File: config.mk
export PLATFORM = sky130hd
export DESIGN_NAME = fpu_rr_arbiter_flat
export DESIGN_NICKNAME = d
export VERILOG_FILES = /design/src/rtl/fpu_rr_arbiter_if.sv /design/src/rtl/fpu_rr_arbiter.sv /design/src/flat_wrapper.sv
export SDC_FILE = /design/constraint.sdc
export NUM_CORES = 1
export LEC_CHECK = 0
export CAP_MARGIN = 20
export CORE_AREA = 2 2 190 192
export DETAILED_ROUTE_END_ITERATION = 10
export DIE_AREA = 0 0 192 194
export SLEW_MARGIN = 25
export SYNTH_ARGS = -nofsm -noshare
export SYNTH_HDL_FRONTEND = slang
export SYNTH_SLANG_ARGS = --single-unit
export TNS_END_PERCENT = 20
File: constraint.sdc
create_clock -name clk -period 4.3 [get_ports clk]
set_clock_uncertainty 0.05 [all_clocks]
set_input_delay 0.645 -clock clk [delete_from_list [all_inputs] [get_ports clk]]
set_output_delay 0.645 -clock clk [all_outputs]
set_load 0.005 [all_outputs]
File: src/rtl/fpu_rr_arbiter_if.sv
// fpu_rr_arbiter_if: requester-side bus of the FPU arbiter.
// Carries the per-requester operand handshake and the routed result pulse.
interface fpu_rr_arbiter_if #(
  parameter int NUM_REQ = 2,
  parameter int OP_W    = 32
);
  logic [NUM_REQ-1:0]        req_valid;
  logic [NUM_REQ-1:0]        req_ready;
  logic [NUM_REQ*4*OP_W-1:0] req_ops;
  logic [NUM_REQ-1:0]        rsp_valid;
  logic [OP_W-1:0]           rsp_data;

  // Requester side: offers operand sets, receives grants and results
  modport master (
    output req_valid, req_ops,
    input  req_ready, rsp_valid, rsp_data
  );

  // Arbiter side
  modport slave (
    input  req_valid, req_ops,
    output req_ready, rsp_valid, rsp_data
  );
endinterface

File: src/rtl/fpu_rr_arbiter.sv
// fpu_rr_arbiter: round-robin sharing of one fixed-latency FP dot-product
// datapath (I1*I2 + I3*I4) among NUM_REQ requesters, with a tag pipeline that
// routes each result back to its issuer and a drain/halt mode for quiescing.
// Optional feature: define FPU_ARB_STATS_EN to build per-requester 16-bit
// saturating issue counters on stat_count; otherwise stat_count reads 0.
module fpu_rr_arbiter #(
  parameter int NUM_REQ = 2,
  parameter int LATENCY = 2,
  parameter int OP_W    = 32
) (
  input  logic                    clk,
  input  logic                    rst_n,
  fpu_rr_arbiter_if.slave         req_bus,
  input  logic                    drain,
  output logic                    drain_done,
  output logic [OP_W-1:0]         dp_i1,
  output logic [OP_W-1:0]         dp_i2,
  output logic [OP_W-1:0]         dp_i3,
  output logic [OP_W-1:0]         dp_i4,
  output logic                    dp_issue,
  input  logic [OP_W-1:0]         dp_result,
  output logic                    busy,
  output logic [16*NUM_REQ-1:0]   stat_count
);
  localparam int IDX_W = (NUM_REQ > 2) ? 2 : 1;
  localparam int SET_W = 4 * OP_W;

  localparam logic [1:0] ST_RUN   = 2'd0;
  localparam logic [1:0] ST_DRAIN = 2'd1;
  localparam logic [1:0] ST_HALT  = 2'd2;

  logic [1:0]         state;
  logic [1:0]         state_next;
  logic [IDX_W-1:0]   ptr;
  logic [IDX_W-1:0]   cand_idx;
  logic [IDX_W-1:0]   grant_idx;
  logic               grant_any;
  logic [NUM_REQ-1:0] grant_vec;
  logic               arb_en;
  logic [SET_W-1:0]   win_ops;
  logic [IDX_W-1:0]   issue_idx;
  logic [LATENCY-1:0] tag_valid;
  logic [IDX_W-1:0]   tag_idx [LATENCY];

  // Grants only in RUN; a drain request suppresses the grant in the same cycle
  assign arb_en = (state == ST_RUN) && !drain;

  // Round-robin search from the pointer, wrapping; first valid requester wins
  always_comb begin
    grant_any = 1'b0;
    grant_idx = '0;
    cand_idx  = '0;
    grant_vec = '0;
    if (arb_en) begin
      for (int i = 0; i < NUM_REQ; i++) begin
        cand_idx = IDX_W'((int'(ptr) + i) % NUM_REQ);
        if (!grant_any && req_bus.req_valid[cand_idx]) begin
          grant_any = 1'b1;
          grant_idx = cand_idx;
        end
      end
    end
    grant_vec[grant_idx] = grant_any;
  end

  // Grants are forced low while reset is held so the bus reads idle immediately
  assign req_bus.req_ready = grant_vec & {NUM_REQ{rst_n}};
  assign win_ops           = req_bus.req_ops[int'(grant_idx)*SET_W +: SET_W];

  // Issue register: capture the winner's operands and advance the pointer past it
  always_ff @(posedge clk or negedge rst_n) begin
    if (!rst_n) begin
      ptr       <= '0;
      dp_issue  <= 1'b0;
      issue_idx <= '0;
      dp_i1     <= '0;
      dp_i2     <= '0;
      dp_i3     <= '0;
      dp_i4     <= '0;
    end else begin
      dp_issue <= grant_any;
      if (grant_any) begin
        ptr       <= (int'(grant_idx) == NUM_REQ - 1) ? '0 : grant_idx + 1'b1;
        issue_idx <= grant_idx;
        dp_i1     <= win_ops[0*OP_W +: OP_W];
        dp_i2     <= win_ops[1*OP_W +: OP_W];
        dp_i3     <= win_ops[2*OP_W +: OP_W];
        dp_i4     <= win_ops[3*OP_W +: OP_W];
      end
    end
  end

  // Tag pipeline follows dp_issue so its last stage lines up with dp_result
  always_ff @(posedge clk or negedge rst_n) begin
    if (!rst_n) begin
      tag_valid <= '0;
      for (int i = 0; i < LATENCY; i++) tag_idx[i] <= '0;
    end else begin
      tag_valid[0] <= dp_issue;
      tag_idx[0]   <= issue_idx;
      for (int i = 1; i < LATENCY; i++) begin
        tag_valid[i] <= tag_valid[i-1];
        tag_idx[i]   <= tag_idx[i-1];
      end
    end
  end

  // Route the aligned result to its owner; data holds between responses
  always_ff @(posedge clk or negedge rst_n) begin
    if (!rst_n) begin
      req_bus.rsp_valid <= '0;
      req_bus.rsp_data  <= '0;
    end else if (tag_valid[LATENCY-1]) begin
      req_bus.rsp_valid <= NUM_REQ'(1) << tag_idx[LATENCY-1];
      req_bus.rsp_data  <= dp_result;
    end else begin
      req_bus.rsp_valid <= '0;
    end
  end

  assign busy = dp_issue | (|tag_valid);

  // Drain sequencing; releasing drain before the pipe empties skips HALT
  always_comb begin
    state_next = state;
    case (state)
      ST_RUN:   if (drain) state_next = ST_DRAIN;
      ST_DRAIN: if (!busy) state_next = drain ? ST_HALT : ST_RUN;
      ST_HALT:  if (!drain) state_next = ST_RUN;
      default:  state_next = ST_RUN;
    endcase
  end

  // State register
  always_ff @(posedge clk or negedge rst_n) begin
    if (!rst_n) state <= ST_RUN;
    else        state <= state_next;
  end

  assign drain_done = (state == ST_HALT);

`ifdef FPU_ARB_STATS_EN
  for (genvar gi = 0; gi < NUM_REQ; gi++) begin : g_stat
    logic [15:0] cnt;
    // Saturating per-requester handshake counter, cleared only by reset
    always_ff @(posedge clk or negedge rst_n) begin
      if (!rst_n) cnt <= '0;
      else if (req_bus.req_valid[gi] && req_bus.req_ready[gi] && cnt != 16'hFFFF)
        cnt <= cnt + 16'd1;
    end
    assign stat_count[gi*16 +: 16] = cnt;
  end
`else
  assign stat_count = '0;
`endif
endmodule
File: src/flat_wrapper.sv
// flat-port wrapper written by rule: the top's interface ports become plain ports
module fpu_rr_arbiter_flat 
#(
  parameter int NUM_REQ = 2,
  parameter int LATENCY = 2,
  parameter int OP_W    = 32
)
  (clk, rst_n, drain, drain_done, dp_i1, dp_i2, dp_i3, dp_i4, dp_issue, dp_result, busy, stat_count, req_bus_req_valid, req_bus_req_ops, req_bus_req_ready, req_bus_rsp_valid, req_bus_rsp_data);
  fpu_rr_arbiter_if #(.NUM_REQ(NUM_REQ), .OP_W(OP_W)) req_bus_i ();
  input  logic clk;
  input  logic rst_n;
  input  logic drain;
  output logic drain_done;
  output logic [OP_W-1:0] dp_i1;
  output logic [OP_W-1:0] dp_i2;
  output logic [OP_W-1:0] dp_i3;
  output logic [OP_W-1:0] dp_i4;
  output logic dp_issue;
  input  logic [OP_W-1:0] dp_result;
  output logic busy;
  output logic [16*NUM_REQ-1:0] stat_count;
  input wire logic [$bits(req_bus_i.req_valid)-1:0] req_bus_req_valid;
  input wire logic [$bits(req_bus_i.req_ops)-1:0] req_bus_req_ops;
  output wire logic [$bits(req_bus_i.req_ready)-1:0] req_bus_req_ready;
  output wire logic [$bits(req_bus_i.rsp_valid)-1:0] req_bus_rsp_valid;
  output wire logic [$bits(req_bus_i.rsp_data)-1:0] req_bus_rsp_data;
  assign req_bus_i.req_valid = req_bus_req_valid;
  assign req_bus_i.req_ops = req_bus_req_ops;
  assign req_bus_req_ready = req_bus_i.req_ready;
  assign req_bus_rsp_valid = req_bus_i.rsp_valid;
  assign req_bus_rsp_data = req_bus_i.rsp_data;
  fpu_rr_arbiter #(.NUM_REQ(NUM_REQ), .LATENCY(LATENCY), .OP_W(OP_W)) u_core (.clk(clk), .rst_n(rst_n), .req_bus(req_bus_i), .drain(drain), .drain_done(drain_done), .dp_i1(dp_i1), .dp_i2(dp_i2), .dp_i3(dp_i3), .dp_i4(dp_i4), .dp_issue(dp_issue), .dp_result(dp_result), .busy(busy), .stat_count(stat_count));
endmodule
==> results by group <==
Status
  – Outcome: finished, final reports clean

Final layout
  – Number of fill cells in the layout: about 3,500
  – Area occupied by multi-input gates: between 0.003 and 0.004 mm2
  – Layout Cells excl Fill: about 1,600
  – Number of nets at the end of the flow: roughly 1,400
  – Core utilization of the finished layout: 39.4%
  – Area used by sequential logic in the layout: approximately 0.0043 mm2
  – Share of layout cells above drive strength 1: 7.49%
  – Area growth from synthesis to final layout: 60.9%
  – Post-layout instance area: 0.0139 mm2

Setup path
  – Register-to-register path setup slack: 2.07 ns
  – Slowest cell on crit path: clkdlybuf4s50_1
  – Arrival time at the worst endpoint: 2.54 ns
  – Delay contributed by the slowest stage of the critical path: 0.54 ns
  – Startpoint of the worst register-to-register path: u_core.state[0]
  – Critical register-to-register path endpoint: u_core.dp_i1[29]
  – Most frequent cell on the critical path: clkdlybuf4s50_1
  – Kind of start point of the critical path: primary input
  – Depth of the worst register-to-register path: 4
  – Type of element capturing the critical path: primary output
  – Maximum fanout along the worst path: 25
  – Worst Path Required: between 3 and 4 ns
  – Start-to-end type of the worst setup path: in2out
  – Critical Path End: req_bus_req_ready[0]
  – Critical path cell sequence: clkdlybuf4s50_1 > nor3_4 > buf_4 > nand2_4 > nor2_1 > clkdlybuf4s50_1
  – Start point of the critical path: drain

Timing
  – Transition time at the pin with the least slew margin: approximately 1.0 ns
  – FMAX: between 300 and 400 MHz
  – Total Neg Setup Slack: 0 ns
  – Max-slew headroom at the worst pin: 30.2%
  – Pins Over Slew Limit: 0
  – Period utilization: approximately three quarters
  – Final number of hold-violating endpoints: 0
  – Setup repair after global routing missed its margin: no
  – Post-route worst hold slack: between 0.05 and 0.06 ns
  – Count of final setup violators: 0
  – Final Worst Setup Slack: roughly 1.1 ns
  – Post-route minimum period: between 3 and 4 ns

Yosys
  – Average instance area after synthesis: about 11 um2
  – Synth cell types: 30
  – Gate count after technology mapping: between 700 and 800
  – Top cells by area in the synthesized netlist: dfrtp_1 50%, o2bb2ai_1 13%, o311ai_0 13%
  – Sequential cell area fraction in the yosys report: 49.6%
  – Seq cells post-synth: 171
  – Area share of the largest cell type after synthesis: between 40% and 50%
  – Synthesis warning total: 0
  – Netlist area before placement: 0.00862 mm2
  – Cell accounting for the most synthesized area: dfrtp_1

Placed design
  – Worst setup slack before clock tree synthesis: roughly 1.1 ns
  – Dpl hpwl: around 24,000 um
  – Area of placed instances: 0.0133 mm2
  – Gp weighted congestion: between 0.8 and 0.9
  – Count of buffers from port buffering: approximately 460
  – Cells after DPL: between 1,500 and 2,000

Detailed routing
  – Total DRC errors in the routed layout: 0
  – DR WL/cell: between 20 and 25 um
  – Final antenna-violating net count: 0
  – Overall via count from detail_route: 8,603
  – Iteration count of the initial detailed-routing pass: 6
  – Average vias per placed instance: between 5 and 6
  – WL final: 36,300 um
  – Starting DRT DRC Count: 481

Floorplanning
  – Die span in y: slightly below 200 um
  – Die W: roughly 190 um
  – Number of rows created at floorplan: about 70
  – Top-level I/O count: 492
  – Starting Density: ~24%
  – Core footprint: approximately 0.035 mm2
  – Die area: around 0.037 mm2

Pwr
  – Switching power: about 2.7 mW
  – Relative contribution of the clock network to total power: approximately a fifth
  – Portion of total power attributed to sequential cells: 34.8%
  – Max VDD drop: around 440 uV
  – Static leakage: slightly above 5 nW
  – Internal power contribution: about 5.3 mW
  – Total power after layout: about 8 mW
  – Fraction of power spent switching nets: between 30% and 40%
  – Power Density: 577 mW/mm2
  – Fraction of power consumed by combinational cells: a little under half

Clock tree
  – Total clock buffers created by CTS: 17
  – Root Buffer: clkbuf_16
  – Clock-pin slew reported for the worst setup and hold paths after clock tree synthesis: 0.07 ns
  – Number of H-tree branching levels: 4
  – CTS max path bufs: 2
  – Post-CTS Resized: 0
  – Post-CTS setup repair buffer count: 0
  – Clock Latency Late Sink: approximately 0.44 ns
  – Sink Count: 171
  – Clock tree from TritonCTS: built
  – Quantity of hold-fixing buffers added after cts: 0

GRT
  – First-pass GRT wire length: 53,900 um
  – Global-route usage over all layers: between 10% and 20%
  – Global route total overflow: 0
  – Number of global-route vias before repair: roughly 8,700
  – Largest net degree at the start of global routing: around 140
  – Number of antenna violations at the first check in global routing: 3

Worst hold path
  – Classification of the worst-slack hold path: in2async

Run
  – Max-capacitance violation count: 0
## cell usage after synthesis
library cell / n
dfrtp_1: 171
a31oi_1: 128
o2bb2ai_1: 128
o311ai_0: 126
clkbuf_1: 63
buf_4: 48
mux2_2: 32
buf_2: 28
buf_1: 3
buf_6: 3
clkbuf_2: 3
nor2_1: 3
nor2b_1: 3
and2_1: 2
inv_1: 2
o311ai_1: 2
a211oi_1: 1
a21o_1: 1
a21oi_1: 1
and3_1: 1
conb_1: 1
inv_2: 1
nand2_2: 1
nand2b_1: 1
nor3_1: 1
nor3_4: 1
nor3b_1: 1
o21a_1: 1
o21ai_0: 1
or2_1: 1
## critical path, delay by kind of cell
kind                   cells  cell delay, ns
buffers and inverters      3            1.29
and+or+nand+nor            3            0.58
## cells by family (layout without fill, tap and decap cells)
logic type	after synthesis	after routing	synth area share, %
buf+inv	151	509	9.37
mux	32	32	4.18
simple gates	15	15	1.12
compound gates	389	389	35.7
flops	171	171	49.6
other cells	1	34	0.0435
## sequential cells by signal, indices dropped and copies added, names as in the netlist
| name | cells |
|---|---|
| u_core.dp_i3 | 32 |
| u_core.dp_i1 | 32 |
| u_core.dp_i2 | 32 |
| u_core.req_bus.rsp_data | 32 |
| u_core.dp_issue | 1 |
| u_core.req_bus.rsp_valid | 2 |
| u_core.tag_valid | 2 |
| u_core.ptr | 1 |
| u_core.dp_i4 | 32 |
| u_core.issue_idx | 1 |
| u_core.state | 2 |
| u_core.tag_idx | 2 |
## cells in the final DEF, fill, tap and decap left out, types with 3 or more instances in the layout
cell type,instances
buf_4,13
conb_1,32
nor2_1,3
clkbuf_16,17
buf_12,4
a31oi_1,128
clkbuf_8,3
o2bb2ai_1,128
o311ai_0,126
clkinv_2,5
dfrtp_1,171
mux2_2,32
clkdlybuf4s50_1,457
## layout make-up
class	count	share of cell area (%)
flip-flops and latches	171	30.8
clock buffers	21	3.39
repair buffers	475	34.3
well taps	461	4.16
diodes	2	0.0361
multi-input cells	468	26.5
clock inverters	10	0.658
inverters	3	0.0902
## power groups by stage
stage / combinational, mW / sequential, mW / clock (mW)
floorplan: 1.52 / 2.79 / 0
global placement: 3.66 / 2.80 / 0
detailed placement: 3.69 / 2.79 / 0
CTS: 3.71 / 2.79 / 1.59
global route: 3.94 / 2.88 / 1.65
finish: 3.68 / 2.79 / 1.54
## worst min-delay path by stage
stage               depth (start not counted)  slack [ns]                     endpoint
floorplan                                   0        0.28            u_core.tag_idx[0]
global placement                            0        0.29            u_core.tag_idx[0]
detailed placement                          0        0.29            u_core.tag_idx[0]
CTS                                         1        0.04  u_core.req_bus.rsp_data[10]
global route                                1        0.06   u_core.req_bus.rsp_data[0]
finish                                      1        0.06   u_core.req_bus.rsp_data[0]
## layer usage
metal	part of all wire, %	track usage [%]	vias up
met1	42	24.4	4329
met4	3.0	8.14	2
met2	49	30.0	369
met3	6.7	4.58	60
li1	-	-	3843
met5	0.039	0	-
Power figures use the tool's default switching activity.
